**src/rtl/mem_arbiter.sv**
```systemverilog
// Two-port (instruction/data) arbiter in front of a single-port SRAM.
// D-port has priority; a saturating starvation counter forces an I grant.
module mem_arbiter #(
  parameter int AWIDTH     = 12,
  parameter int STARVE_MAX = 4
) (
  input  logic              CLK,
  input  logic              RST,
  input  logic              i_req_valid,
  output logic              i_req_ready,
  input  logic [AWIDTH-1:0] i_req_addr,
  output logic              i_rsp_valid,
  output logic [31:0]       i_rsp_rdata,
  input  logic              d_req_valid,
  output logic              d_req_ready,
  input  logic              d_req_we,
  input  logic [3:0]        d_req_be,
  input  logic [AWIDTH-1:0] d_req_addr,
  input  logic [31:0]       d_req_wdata,
  output logic              d_rsp_valid,
  output logic [31:0]       d_rsp_rdata,
  output logic              CSN,
  output logic              WEN,
  output logic [3:0]        BE,
  output logic [AWIDTH-1:0] ADDR,
  output logic [31:0]       DI,
  input  logic [31:0]       DOUT
);

  typedef enum logic [1:0] {
    IDLE,
    ACCESS,
    RESP
  } state_t;

  state_t     state;
  logic [2:0] starve_cnt;
  logic       r_port;
  logic       r_we;
  logic       starved;
  logic       grant_d;
  logic       open;

  assign starved = starve_cnt >= 3'(STARVE_MAX);
  assign grant_d = d_req_valid && !(i_req_valid && starved);
  assign open    = (state != ACCESS) && !RST;

  assign d_req_ready = grant_d && open;
  assign i_req_ready = i_req_valid && !grant_d && open;

  // SRAM pins are registered straight from the accepted request,
  // so they are live exactly during the ACCESS cycle.
  always_ff @(posedge CLK) begin
    if (RST) begin
      state       <= IDLE;
      starve_cnt  <= 3'd0;
      r_port      <= 1'b0;
      r_we        <= 1'b0;
      CSN         <= 1'b1;
      WEN         <= 1'b1;
      BE          <= 4'h0;
      ADDR        <= '0;
      DI          <= 32'h0;
      i_rsp_valid <= 1'b0;
      d_rsp_valid <= 1'b0;
      i_rsp_rdata <= 32'h0;
      d_rsp_rdata <= 32'h0;
    end else begin
      i_rsp_valid <= 1'b0;
      d_rsp_valid <= 1'b0;
      CSN         <= 1'b1;
      WEN         <= 1'b1;
      BE          <= 4'h0;
      ADDR        <= '0;
      DI          <= 32'h0;
      unique case (state)
        ACCESS: begin
          state <= RESP;
          if (r_port) begin
            d_rsp_valid <= 1'b1;
            d_rsp_rdata <= r_we ? 32'h0 : DOUT;
          end else begin
            i_rsp_valid <= 1'b1;
            i_rsp_rdata <= DOUT;
          end
        end
        default: begin
          state <= (i_req_ready || d_req_ready) ? ACCESS : IDLE;
        end
      endcase
      if (d_req_ready) begin
        r_port <= 1'b1;
        r_we   <= d_req_we;
        CSN    <= 1'b0;
        WEN    <= !d_req_we;
        BE     <= d_req_be;
        ADDR   <= d_req_addr;
        DI     <= d_req_wdata;
        if (i_req_valid && starve_cnt != 3'd7)
          starve_cnt <= starve_cnt + 3'd1;
      end else if (i_req_ready) begin
        r_port     <= 1'b0;
        r_we       <= 1'b0;
        CSN        <= 1'b0;
        WEN        <= 1'b1;
        BE         <= 4'hF;
        ADDR       <= i_req_addr;
        DI         <= 32'h0;
        starve_cnt <= 3'd0;
      end
    end
  end

endmodule

```
**config.mk**
```make
export PLATFORM = sky130hd
export DESIGN_NAME = mem_arbiter
export DESIGN_NICKNAME = d
export VERILOG_FILES = /design/src/rtl/mem_arbiter.sv
export SDC_FILE = /design/constraint.sdc
export NUM_CORES = 1
export LEC_CHECK = 0
export CORE_MARGIN = 1.5
export CORE_UTILIZATION = 35
export CTS_CLUSTER_SIZE = 12
export DETAILED_ROUTE_END_ITERATION = 7
export MAX_ROUTING_LAYER = met4
export PLACE_DENSITY = 0.76
export SLEW_MARGIN = 20
export SYNTH_ARGS = -nofsm -noshare
export SYNTH_HDL_FRONTEND = slang
export SYNTH_SLANG_ARGS = --single-unit
```
**constraint.sdc**
```tcl
create_clock -name CLK -period 1.3 [get_ports CLK]
set_input_delay 0.26 -clock CLK [delete_from_list [all_inputs] [get_ports CLK]]
set_output_delay 0.26 -clock CLK [all_outputs]
set_load 0.03 [all_outputs]
```
==> results.py <==
metrics = {
    "worst_setup_path": {
        "rr_worst_depth": 6,
        "rrSetupSlack_ns": -0.10,
        "slowest_delay_ns": 0.36,
        "startpoint_type": "register",
        "critical_path.endpoint": "d_req_ready",
        "critPathMaxFanout": 3,
        "r2r_end": "d_rsp_rdata[12]$_SDFFE_PP0P_",
        "cp_top_family": "flip-flops",
        "end_kind": "primary output",
        "crit_cells": 3,
        "crit_chain": "a21boi_4 -> nor3b_4 -> buf_6",
        "worstSetupPathType": "register to primary output",
        "crit_start": "starve_cnt[2]$_SDFFE_PP0P_",
        "slowest_stage": "dfxtp_4",
        "cp_num_buf_inv": 1,
        "cp.required_ns": 1.04,
        "r2r-start": "state[0]$_SDFF_PP0_",
        "arrival_ns": 1.29,
    },
    "pwr": {
        "power_frac_seq": 0.370,
        "power_leakage_nw": 3.29,
        "p_comb_frac": 0.160,
        "powerDensity_nw_per_um2": 1460,
        "p_int_mw": 8.23,
        "clkPwrFrac": 0.470,
        "p_sw_mw": 2.71,
        "ir_drop_uv": 782,
        "sw_frac_of_total": 0.247,
    },
    "sta": {
        "min_period_over_period": 1.20,
        "skew_ns": 0.0117,
        "slew_headroom": 0.791,
        "max_freq_mhz": 643,
        "worst_pin_slew_ns": 0.314,
        "drv_slew": 0,
        "final.setup.tns_ns": -3.99,
        "layout_setup_ws_ns": -0.255,
        "fin_crit_ns": 1.55,
        "rsz0062_at_grt": "true",
        "setup_violations": 89,
        "final-hold-violation-count": 0,
    },
    "synthesis": {
        "syn_area_per_cell_sq_um": 10.8,
        "synth_seq_cells": 123,
        "synth_area_leaders": "dfxtp_1, a22o_1, and2_1",
        "synth.top_cell.area_share": 0.620,
        "ys_seq_area_frac": 0.620,
        "synthCells": 367,
        "syn-num-nets": 466,
        "synth_area_sq_um": 3970,
        "post-synth-top-area-cell": "dfxtp_1",
        "synth.distinct_cells": 32,
        "ys_warn_count": 0,
    },
    "clock_tree": {
        "cts_tree": "done",
        "cts_buffers": 17,
        "cts-root-buf": "clkbuf_16",
        "holdBufCountCts": 0,
        "cts_buffer_depth": 2,
        "htreeDepth": 4,
        "clk_pin_slew_ns": 0.06,
        "cts.sinks": 123,
        "clk-insertion-delay-late_ns": 0.41,
    },
    "placement": {
        "numPortBuffers": 214,
        "dp_hpwl_mm": 8.81,
        "place_inst": 718,
        "gp_congestion": 0.752,
    },
    "floorplanning": {
        "die_h_um": 110,
        "initial_utilization": 0.363,
        "die_area_sq_um": 12000,
        "rows": 38,
        "ios": 215,
        "fp.dieW_um": 110,
        "fp.coreArea_sq_um": 10900,
    },
    "finish": {
        "nFillCells": 826,
        "area_delta_synth_final_pct": 88.2,
        "final_common_cell": "dfxtp_1",
        "nets": 715,
        "most-common-layout-cells": "dfxtp_1, clkdlybuf4s50_1, buf_2",
        "stdcell_count": 770,
        "drive_gt1_frac": 0.432,
    },
    "global_routing": {
        "grtUsageTotal": 0.226,
        "grt_antenna_before_repair": 0,
        "grt_max_degree": 38,
        "first_global_vias": 3740,
        "grt_pass1_wl_mm": 19.3,
        "grt-ovfl-total": 0,
    },
    "hold_path": {
        "holdCritPathClass": "input port to register",
    },
    "detailed_routing": {
        "wl_met1_mm": 5.34,
        "drcViolationCount": 0,
        "route.met2.wl_mm": 7.47,
        "vias": 3780,
        "highest-signal-layer": "met4",
        "vias_per_cell": 4.91,
        "met3WireLength_mm": 1.13,
        "antenna_left": 0,
        "drt_first_pass_iters": 4,
        "wl_per_cell_um": 18.6,
        "first_iter_violations": 112,
        "wl_mm": 14.3,
    },
    "run": {
        "maxCapViolCount": 0,
    },
    "run_status": {
        "failed_checks": "setup timing",
        "outcome": "complete, but fails checks",
    },
}
-- cells by family after synthesis --
| family | after synthesis | share of synthesized area |
|---|---|---|
| AO/OA/AOI/OAI | 120 | 0.206 |
| adder cells (fa/ha/maj) | 2 | 0.00630 |
| buffers and inverters | 31 | 0.0425 |
| flip-flops | 123 | 0.620 |
| multiplexers | 2 | 0.00504 |
| AND/OR/NAND/NOR | 89 | 0.121 |
-- final cells by class --
type,instances,area (sq um),share of cell area
Inverter,2,7.51,0.00100
Clock inverter,10,161,0.0216
Multi-Input combinational cell,213,1730,0.231
Sequential cell,123,2470,0.331
Timing Repair Buffer,259,2430,0.326
Antenna cell,1,2.50,0.000335
Tap cell,140,175,0.0234
Clock buffer,22,494,0.0661
-- power groups by stage --
stage | Clock, mW | Sequential [mW] | Combinational [mW]
2_1_floorplan | 0 | 4.45 | 0.366
3_3_place_gp | 0 | 4.12 | 1.52
5_1_grt | 5.38 | 4.07 | 1.84
4_1_cts | 5.21 | 4.05 | 1.56
6_report | 5.15 | 4.05 | 1.75
3_5_place_dp | 0 | 4.13 | 1.54
-- state kept, by name (all words and copies together), names as in the netlist, 2 cells and up --
name and count:
d_rsp_rdata 32, BE 4, i_rsp_rdata 32, starve_cnt 3
state 2, ADDR 12, DI 32
-- synth_stat cells --
library cell and n:
a211oi_2 1, nor2b_1 1, nor2_1 5, and2_1 32, nor3b_4 1, nor3b_2 1
a211oi_4 1, a31o_1 1, nand4b_1 1, a22o_1 42, a21oi_1 35, nand2b_1 6
nand2_1 35, nor3_1 3, o21ai_0 17, buf_6 5, o21ai_1 15, buf_1 2
or3b_1 2, a21o_1 4, o21bai_1 1, inv_1 2, nand3_1 1, a211oi_1 1
nand3b_1 1, o2bb2ai_1 1, a21boi_4 1, ha_1 2, buf_2 12, mux2i_1 2
clkbuf_1 10, dfxtp_1 123
-- worst register-to-register path: cells and delay by family, from the launching register on --
kind / cells / cell delay [ns]
buffers and inverters: 3 / 0.43
flip-flops: 1 / 0.32
AO/OA/AOI/OAI: 2 / 0.32
AND/OR/NAND/NOR: 1 / 0.23
-- how the worst min path moves through the flow --
stage / endpoint / startpoint / cells after the start
floorplan: WEN$_SDFF_PP1_ / d_req_we / 1
global placement: d_rsp_rdata[1]$_SDFFE_PP0P_ / d_rsp_rdata[1]$_SDFFE_PP0P_ / 2
detailed placement: d_rsp_rdata[7]$_SDFFE_PP0P_ / d_rsp_rdata[7]$_SDFFE_PP0P_ / 1
CTS: i_rsp_rdata[30]$_SDFFE_PP0P_ / RST / 3
global route: i_rsp_rdata[18]$_SDFFE_PP0P_ / RST / 3
finish: i_rsp_rdata[18]$_SDFFE_PP0P_ / RST / 3
-- per-layer routing --
metal	up-vias	GRT usage
met5	-	-
met4	0	0.116
met3	21	0.0646
met2	165	0.394
met1	1818	0.230
li1	1776	-
-- metrics by stage --
stage | utilization | power (mW) | hold WS (ns) | setup WS (ns) | area (sq um)
CTS | 0.650 | 10.8 | 0.302 | -0.345 | 7110
global route | 0.683 | 11.3 | 0.367 | -0.305 | 7470
floorplan | - | 4.81 | 0.329 | -0.106 | 3980
detailed placement | 0.589 | 5.67 | 0.463 | -0.530 | 6440
global placement | 0.589 | 5.64 | 0.448 | -0.519 | 6440
finish | 0.684 | 10.9 | 0.355 | -0.255 | 7480
-- repair_timing --
| action | in CTS | in global routing |
|---|---|---|
| buffers inserted | 4 | 9 |
| setup endpoints to repair | 192 | 131 |
| gates cloned | 4 | 5 |
| endpoints found under the hold margin | 0 | 0 |
| resized for setup | 438 | 133 |
| pin swaps | 5 | 56 |
(Power assumes the default switching activity.)
